--- src/rtl/eq_pkg.sv ---
`default_nettype none
// ============================================================================
//  Module      : eq_pkg
//  Description : Shared definitions for the equalizer band mixer: default
//                widths, FSM state type, unity-gain and address-width helpers.
//  Revision    : 1.0  initial release
// ============================================================================
package eq_pkg;

    localparam int DEF_N_BANDS   = 10;
    localparam int DEF_DATA_W    = 24;
    localparam int DEF_GAIN_W    = 24;
    localparam int DEF_GAIN_FRAC = 20;

    typedef enum logic [1:0] {
        IDLE = 2'd0,
        MAC  = 2'd1,
        RND  = 2'd2,
        OUT  = 2'd3
    } state_t;

    // Fixed-point 1.0 for a gain with FRAC fractional bits.
    function automatic longint unity_gain(input int frac);
        return longint'(1) <<< frac;
    endfunction

    // Address width for an n-entry table; never narrower than one bit.
    function automatic int addr_width(input int n);
        return (n <= 2) ? 1 : $clog2(n);
    endfunction

endpackage
`default_nettype wire

--- src/rtl/eq_round_sat.sv ---
`default_nettype none
// ============================================================================
//  Module      : eq_round_sat
//  Description : Combinational round-half-up and saturate. Drops GAIN_FRAC
//                fractional bits from the accumulator and clamps the result
//                to a signed DATA_W range.
//  Ports       : acc      in   ACC_W   signed accumulator value
//                data_out out  DATA_W  rounded, clamped sample
//                sat      out  1       clamping happened
//  Revision    : 1.0  initial release
// ============================================================================
module eq_round_sat #(
    parameter int ACC_W     = 52,
    parameter int DATA_W    = 24,
    parameter int GAIN_FRAC = 20
) (
    input  logic signed [ACC_W-1:0]  acc,
    output logic signed [DATA_W-1:0] data_out,
    output logic                     sat
);

    // One guard bit so adding the half-LSB can never wrap.
    localparam int SUM_W = ACC_W + 1;
    localparam logic signed [SUM_W-1:0] HALF  = SUM_W'(longint'(1) <<< (GAIN_FRAC - 1));
    localparam logic signed [SUM_W-1:0] MAX_V = SUM_W'((longint'(1) <<< (DATA_W - 1)) - 1);
    localparam logic signed [SUM_W-1:0] MIN_V = ~MAX_V;

    logic signed [SUM_W-1:0] w_sum;
    logic signed [SUM_W-1:0] w_shift;

    assign w_sum   = {acc[ACC_W-1], acc} + HALF;
    // Arithmetic shift floors, so +half then floor rounds ties toward +inf.
    assign w_shift = w_sum >>> GAIN_FRAC;

    always_comb begin
        sat      = 1'b0;
        data_out = w_shift[DATA_W-1:0];
        if (w_shift > MAX_V) begin
            sat      = 1'b1;
            data_out = {1'b0, {(DATA_W-1){1'b1}}};
        end else if (w_shift < MIN_V) begin
            sat      = 1'b1;
            data_out = {1'b1, {(DATA_W-1){1'b0}}};
        end
    end

endmodule
`default_nettype wire

--- src/rtl/eq_band_mixer.sv ---
`default_nettype none
// ============================================================================
//  Module      : eq_band_mixer
//  Description : Weights N_BANDS band samples by per-band gains through one
//                time-multiplexed MAC, then rounds and saturates the sum.
//                Gains are double-buffered; the active bank only reloads in
//                IDLE so a sample is never mixed with a half-updated bank.
//  Ports       : clk, rst_n            clock, async active-low reset
//                bands_in/in_valid/in_ready     sample-set input handshake
//                gain_we/gain_addr/gain_wdata   shadow gain write
//                gain_commit                    shadow->active request
//                audio_out/out_valid/out_ready  mixed output handshake
//                sat_flag/sat_clr               sticky saturation flag
//  Revision    : 1.0  initial release
// ============================================================================
module eq_band_mixer
    import eq_pkg::*;
#(
    parameter  int N_BANDS   = DEF_N_BANDS,
    parameter  int DATA_W    = DEF_DATA_W,
    parameter  int GAIN_W    = DEF_GAIN_W,
    parameter  int GAIN_FRAC = DEF_GAIN_FRAC,
    localparam int AW        = addr_width(N_BANDS),
    localparam int ACC_W     = DATA_W + GAIN_W + $clog2(N_BANDS)
) (
    input  logic                        clk,
    input  logic                        rst_n,
    input  logic [N_BANDS*DATA_W-1:0]   bands_in,
    input  logic                        in_valid,
    output logic                        in_ready,
    input  logic                        gain_we,
    input  logic [AW-1:0]               gain_addr,
    input  logic [GAIN_W-1:0]           gain_wdata,
    input  logic                        gain_commit,
    output logic [DATA_W-1:0]           audio_out,
    output logic                        out_valid,
    input  logic                        out_ready,
    output logic                        sat_flag,
    input  logic                        sat_clr
);

    localparam int PROD_W = DATA_W + GAIN_W;
    localparam logic signed [GAIN_W-1:0] UNITY     = GAIN_W'(unity_gain(GAIN_FRAC));
    localparam logic [AW-1:0]            LAST_IDX  = AW'(N_BANDS - 1);
    localparam logic [AW:0]              N_BANDS_V = (AW + 1)'(N_BANDS);

    state_t                     r_state;
    logic [N_BANDS*DATA_W-1:0]  r_bands;
    logic signed [GAIN_W-1:0]   r_shadow [N_BANDS];
    logic signed [GAIN_W-1:0]   r_active [N_BANDS];
    logic                       r_pending;
    logic signed [ACC_W-1:0]    r_acc;
    logic [AW-1:0]              r_idx;

    logic signed [DATA_W-1:0]   w_sample;
    logic signed [GAIN_W-1:0]   w_gain;
    logic signed [PROD_W-1:0]   w_sample_x;
    logic signed [PROD_W-1:0]   w_gain_x;
    logic signed [PROD_W-1:0]   w_prod;
    logic signed [ACC_W-1:0]    w_prod_x;
    logic signed [DATA_W-1:0]   w_rounded;
    logic                       w_sat;
    logic                       w_addr_ok;
    logic                       w_copy;

    assign w_sample   = r_bands[r_idx*DATA_W +: DATA_W];
    assign w_gain     = r_active[r_idx];
    assign w_sample_x = {{GAIN_W{w_sample[DATA_W-1]}}, w_sample};
    assign w_gain_x   = {{DATA_W{w_gain[GAIN_W-1]}}, w_gain};
    // Full-precision product; ACC_W has log2(N_BANDS) headroom bits on top.
    assign w_prod     = w_sample_x * w_gain_x;
    assign w_prod_x   = {{(ACC_W-PROD_W){w_prod[PROD_W-1]}}, w_prod};

    assign w_addr_ok  = ({1'b0, gain_addr} < N_BANDS_V);
    // Active bank only reloads while idle, so MAC/RND always see one bank.
    assign w_copy     = (r_state == IDLE) && r_pending;

    eq_round_sat #(
        .ACC_W     (ACC_W),
        .DATA_W    (DATA_W),
        .GAIN_FRAC (GAIN_FRAC)
    ) u_round_sat (
        .acc      (r_acc),
        .data_out (w_rounded),
        .sat      (w_sat)
    );

    // Shadow bank: writable at any time.
    always_ff @(posedge clk or negedge rst_n) begin
        if (!rst_n) begin
            for (int k = 0; k < N_BANDS; k++) r_shadow[k] <= UNITY;
        end else if (gain_we && w_addr_ok) begin
            r_shadow[gain_addr] <= gain_wdata;
        end
    end

    // Control FSM, active bank, MAC datapath and registered outputs.
    always_ff @(posedge clk or negedge rst_n) begin
        if (!rst_n) begin
            r_state   <= IDLE;
            r_bands   <= '0;
            r_acc     <= '0;
            r_idx     <= '0;
            r_pending <= 1'b0;
            in_ready  <= 1'b1;
            out_valid <= 1'b0;
            audio_out <= '0;
            sat_flag  <= 1'b0;
            for (int k = 0; k < N_BANDS; k++) r_active[k] <= UNITY;
        end else begin
            // A new request wins over the clear caused by a copy.
            r_pending <= gain_commit | (r_pending & ~w_copy);
            if (w_copy) begin
                for (int k = 0; k < N_BANDS; k++) r_active[k] <= r_shadow[k];
            end

            if ((r_state == RND) && w_sat) sat_flag <= 1'b1;
            else if (sat_clr)              sat_flag <= 1'b0;

            case (r_state)
                IDLE: begin
                    if (in_valid) begin
                        r_bands  <= bands_in;
                        r_acc    <= '0;
                        r_idx    <= '0;
                        in_ready <= 1'b0;
                        r_state  <= MAC;
                    end
                end
                MAC: begin
                    r_acc <= r_acc + w_prod_x;
                    r_idx <= r_idx + AW'(1);
                    if (r_idx == LAST_IDX) r_state <= RND;
                end
                RND: begin
                    audio_out <= w_rounded;
                    out_valid <= 1'b1;
                    r_state   <= OUT;
                end
                OUT: begin
                    if (out_ready) begin
                        out_valid <= 1'b0;
                        in_ready  <= 1'b1;
                        r_state   <= IDLE;
                    end
                end
                default: r_state <= IDLE;
            endcase
        end
    end

endmodule
`default_nettype wire

--- config.mk ---
export PLATFORM = sky130hd
export DESIGN_NAME = eq_band_mixer
export DESIGN_NICKNAME = d
export VERILOG_FILES = /design/src/rtl/eq_pkg.sv /design/src/rtl/eq_round_sat.sv /design/src/rtl/eq_band_mixer.sv
export SDC_FILE = /design/constraint.sdc
export NUM_CORES = 2
export LEC_CHECK = 0
export ABC_CLOCK_PERIOD_IN_PS = 9500
export CORE_ASPECT_RATIO = 0.9
export CORE_UTILIZATION = 50
export CTS_BUF_LIST = sky130_fd_sc_hd__clkbuf_4
export CTS_CLUSTER_DIAMETER = 200
export DETAILED_ROUTE_END_ITERATION = 12
export PLACE_DENSITY_LB_ADDON = 0.3
export SLEW_MARGIN = 30
export SYNTH_ARGS = -nofsm -noshare
export SYNTH_HDL_FRONTEND = slang
export SYNTH_HIERARCHICAL = 1
export SYNTH_SLANG_ARGS = --single-unit
--- constraint.sdc ---
create_clock -name clk -period 9.5 [get_ports clk]
set_input_delay 1.9 -clock clk [delete_from_list [all_inputs] [get_ports clk]]
set_output_delay 1.9 -clock clk [all_outputs]
set_load 0.01 [all_outputs]
* Word level (Yosys, flattened, before mapping)
Cells that the tools add are included.
** Word-level totals
- Flip-flop bits (word level) :: 806
- Input bits :: 275
- Output and inout port bits :: 27
- Word-level logic and storage cells :: 92
** Cells by class
- Add/sub/neg operators :: 3
- $mul :: 2
- $lt $le $gt $ge :: 6
- Equality and inequality tests :: 7
- Shift-type cells :: 1
- Multiplexer cells :: 25
- Bitwise logic cells :: 5
- Reductions and logical operators :: 14
** Operators by type and width (number)
- $bwmux W240 :: 1
- $shiftx A240 B10 Y24 :: 1
- $mux W24 :: 5
- $pmux W52 S2 :: 1
- $bmux W24 S4 :: 1
- $demux W24 S4 :: 1
- $add A52 B21 Y53 const B :: 1
- $add A52 B48 Y52 :: 1
- $mux W52 :: 1
- $mul A24 B24 Y48 :: 1
- $gt A33 B24 Y1 const B :: 1
- $lt A33 B24 Y1 const B :: 1
- $ge A5 B5 Y1 const B :: 2
- $not A4 Y5 :: 2
- $pmux W2 S4 :: 1
- $pmux W4 S2 :: 1
- $reduce_bool A2 Y1 :: 4
- $mux W1 :: 7
- $mul A4 B2 Y6 const B :: 1
- $mux W2 :: 3
- $ne A2 B2 Y1 const B :: 3
- $reduce_and A2 Y1 :: 3
- $reduce_and A3 Y1 :: 2
- $lt A5 B1 Y1 const B :: 1
- 12 further kinds :: 17

* Longest topological paths before layout
- Depth in word-level cells :: 7
- Gate-level depth with buffers :: 32
- Mapped depth without buffers :: 28

* By module
The synthesis kept the hierarchy.
** Modules (own cells, without submodules)
- eq_band_mixer :: times used 1, cells an instance 4721, area an instance 57163.6 um^2, seq. area each 20195.6 um^2
- eq_round_sat :: times used 1, cells an instance 142, area an instance 1057.3 um^2, seq. area each 0.0 um^2

* Worst setup path after synthesis
Ideal clock, no wire load.
- Kind :: register to register
- From :: reg r_idx[1]
- To :: reg r_acc[48]
- Setup time :: 0.122 ns
- Data arrival time :: 8.063 ns
- Required time :: 9.378 ns
- Path slack :: 1.315 ns
- Cell stages (with the launch flop) :: 29
- Buffers on the path :: 6
- Clock period less this slack :: 8.185 ns
- Path through :: dfrtp_1 -> buf_2 -> or3_1 -> clkbuf_1 -> clkbuf_1 -> o22ai_1 -> buf_2 -> buf_2 -> nand2_1 -> inv_1 -> fa_1 -> fa_1 -> fa_1 -> fa_1 -> fa_1 -> fa_1 -> inv_1 -> fa_1 -> inv_1 -> ha_1 -> clkbuf_1 -> a21o_1 -> a21o_1 -> a21oi_1 -> nor2_1 -> a211oi_1 -> o21ai_0 -> or3_1 -> a32o_1
** On the way
- Word-level cells in the longest chain between the ends :: 7
- Elaborated cells on any way between the ends :: 9
- Those cells by class :: add/sub: 1; mul: 2; shift: 1; mux: 4; bitwise: 1
** Ends and longest elaborated chain
- start: declaration :: line eq_band_mixer.sv:53 : logic [AW-1:0] r_idx;
- start signal: assignment :: line eq_band_mixer.sv:132 : r_idx <= r_idx + AW'(1);
- parallel branches: the longest is 4 deep, another holds $mul A4 B2 Y6
- $mul A24 B24 Y48 (*) :: line eq_band_mixer.sv:71 : assign w_prod = w_sample_x * w_gain_x;
- $add A52 B48 Y52 (*) :: line eq_band_mixer.sv:131 : r_acc <= r_acc + w_prod_x;
- $pmux W52 S2 (*) :: line eq_band_mixer.sv:120 : case (r_state)
- end signal: assignment :: line eq_band_mixer.sv:131
- end: declaration :: line eq_band_mixer.sv:52 : logic signed [ACC_W-1:0] r_acc;
Mark *: on every way between the ends. The select of a mux whose other input is x is not followed.
A chain may end at the register's enable or synchronous reset.

* Final worst setup path
- From :: reg r_idx[0]
- To :: reg r_acc[48]
Same word-level chain as after synthesis.

==> results by group <==
CTS
  – CTS tree: yes
  – Setup Fix Bufs, Post-CTS: 0
  – Clock Latency Late Sink: approximately 1.2 ns
  – Clock-pin slew on the worst setup and hold paths: 0.08 ns
  – Post-CTS sizing: 0
  – Clk sinks: between 800 and 900
  – Root buffer cell: clkbuf_4
  – Total CTS buffers: 204
  – Clock Path Buffers: 3
  – Max H-tree Level: 4
  – Cts hold-fix bufs: 0

Placement
  – Detail Placement HPWL: 119 mm
  – Placed insts: 6599
  – Gpl congestion: 0.978
  – Port buffer count: 301

Synth
  – Syn Nets: 5989
  – Top cell type's share of synthesized area: 33.7%
  – Syn_area_per_cell: 12.0 sq um
  – Cell taking the most area after synthesis: dfrtp_1
  – Top_reg_cell synth: dfrtp_1
  – Synthesis-stage register bit count: 806
  – Cell variety after synth: 88
  – Ys Warns: 6
  – Async S/R FF share, synth: 100%
  – EDFF count, synth: 0
  – Area contributors post-synth: dfrtp_1 (34%), fa_1 (23%), mux2_2 (14%)
  – Seq/Total Area, Yosys: 34.7%
  – Mapped cell area: 58200 sq um
  – Cells after Synth: slightly below 5000

STA
  – Post-Route Setup TNS: 0 ns
  – RSZ-0062 raised after global routing: false
  – Max-slew violation count: 0
  – Worst slew pin tran: 1.06 ns
  – Fin Clk Skew: about 0.087 ns
  – Period utilization: 94.7%
  – Fin crit period: 9.00 ns
  – F_max: 0.111 GHz
  – Final setup violation count: 0
  – Max-slew headroom: about 27%
  – Count of final hold-check violations: 0

Floorplan
  – Die H: 326 um
  – IO Pins: 302
  – Core Region: 115000 sq um
  – Cell Rows: 118
  – Initial Util: 50.5%
  – Die X: 362 um
  – Die area: 118000 sq um

Route
  – Avg WL per Cell: between 20 and 25 um
  – 1st-iter DRT viols: 3287
  – Vias: 38200
  – DR vias/cell: 5.48
  – DRC violations left: 0
  – Total Routed Length: 160 mm
  – Pre-Repair DR Iteration Count: 5
  – Antenna Nets Post-Route: 0

Global routing
  – GRT overflow: 0
  – Global-route wire length before repair: 249 mm
  – Initial antenna violation count: 11
  – Number of global-route vias before repair: just over 40000
  – Largest net degree at the start of global routing: 168
  – GRT Util Overall: 28.1%

Finish
  – Area occupied by multi-input gates: between 30000 and 40000 sq um
  – Final core occ: a little under three fifths
  – FF/Latch Area: slightly above 20000 sq um
  – Layout cell share with drive strength beyond 1: 26.5%
  – Non-Filler Instances: ~7000
  – Fillcell total: 9599
  – Area grow syn2layout: 13.7%
  – Most frequent cells in the layout: dfrtp_1 (781), inv_1 (749), mux2_2 (744)
  – Layout Nets: 6372
  – Commonest non-fill, non-tap cell in the layout: dfrtp_1

Min path
  – Hold Path Depth: 1
  – Worst min path class: reg2reg

Worst setup path
  – CP startpoint kind: register
  – Critical Path End Type: register
  – CP Data Required Time: 10.53 ns
  – Max FO, Critical Path: 33
  – Reg2reg path depth: 26
  – Flop2flop setup slack: roughly 0.5 ns
  – Crit Path Class: reg2reg
  – Worst Path Arrival: approximately 10 ns

Flow run
  – Maxcap violations: 0

Outcome
  – Outcome: completed
sequential cells by signal (all words and copies together) (netlist names):
name       count
r_bands      240
r_state        2
r_active     240
r_idx          4
in_ready       1
sat_flag       1
audio_out     24
r_acc         52
r_shadow     240
out_valid      1
r_pending      1
layer usage:
layer  GRT usage, %  wire length, um  vias up
met3           6.96            13900      261
met2           43.7            74100     1534
met4           9.03             4210        2
met1           38.8            67800    19700
li1               -                -    16700
met5              0               17        -
cells by family after synthesis:
group / count (synthesis) / synth area share (%)
AO/OA/AOI/OAI: 336 / 3.99
flip-flops: 806 / 34.7
multiplexers: 941 / 19.8
XOR/XNOR: 76 / 1.14
AND/OR/NAND/NOR: 840 / 6.51
adder cells (fa/ha/maj): 851 / 27.0
buffers and inverters: 1013 / 6.81
synthesized netlist by cell type (47+ instances only):
library cell  number
mux4_2            96
xnor2_1           47
and2_1            49
nor2_1           196
clkbuf_1         137
inv_1            749
ha_1             174
buf_2             65
mux2i_1           99
o21ai_0           69
a21oi_1           55
dfrtp_1          785
mux2_2           744
fa_1             677
nand2_1          425
area by class of cell:
cell class              instances  area share, %
multi-input cells            3044           51.9
repair buffers                439           6.45
well taps                    1560           2.95
flip-flops and latches        806           30.5
inverters                     751           4.26
diodes                         16         0.0605
clock buffers                 302           3.42
clock inverters                46          0.482
per-stage QoR:
step                setup WS, ns  instance area [sq um]  hold slack (ns)
floorplan                   1.32                  58200            0.453
global placement           0.657                  63500            0.479
detailed placement         0.520                  63600            0.487
CTS                        0.559                  66100            0.456
global route               0.159                  66200            0.485
finish                     0.501                  66200            0.457
worst max-delay path, cell delays in order, from the launching register on:
cell and delay, ns:
dfrtp_4 0.50, buf_12 0.28, buf_12 0.27, mux2i_1 0.90, o22ai_1 0.50, buf_4 0.34, nand2_1 0.10, fa_1 0.47
fa_1 0.58, inv_1 0.07, fa_1 0.50, fa_1 0.57, fa_1 0.45, fa_1 0.49, inv_1 0.05, fa_1 0.47
inv_1 0.04, ha_1 0.37, nand2_1 0.19, nor2_1 0.18, and3_1 0.21, inv_1 0.11, o21ai_2 0.35, a22oi_4 0.14
a211oi_2 0.29, o21ai_0 0.12, a32o_1 0.29
final timing paths:
path / from / to
worst max-delay path: r_idx[0] / r_acc[48]
worst min-delay path: r_shadow[207] / r_active[207]
worst max register to register: r_idx[0] / r_acc[48]
worst min register to register: r_shadow[207] / r_active[207]
max in group asynchronous: rst_n / r_bands[102]
min in group asynchronous: rst_n / audio_out[18]
Power is not shown: default switching activity piles up to over one toggle a cycle in this logic, so the estimate is an artifact.
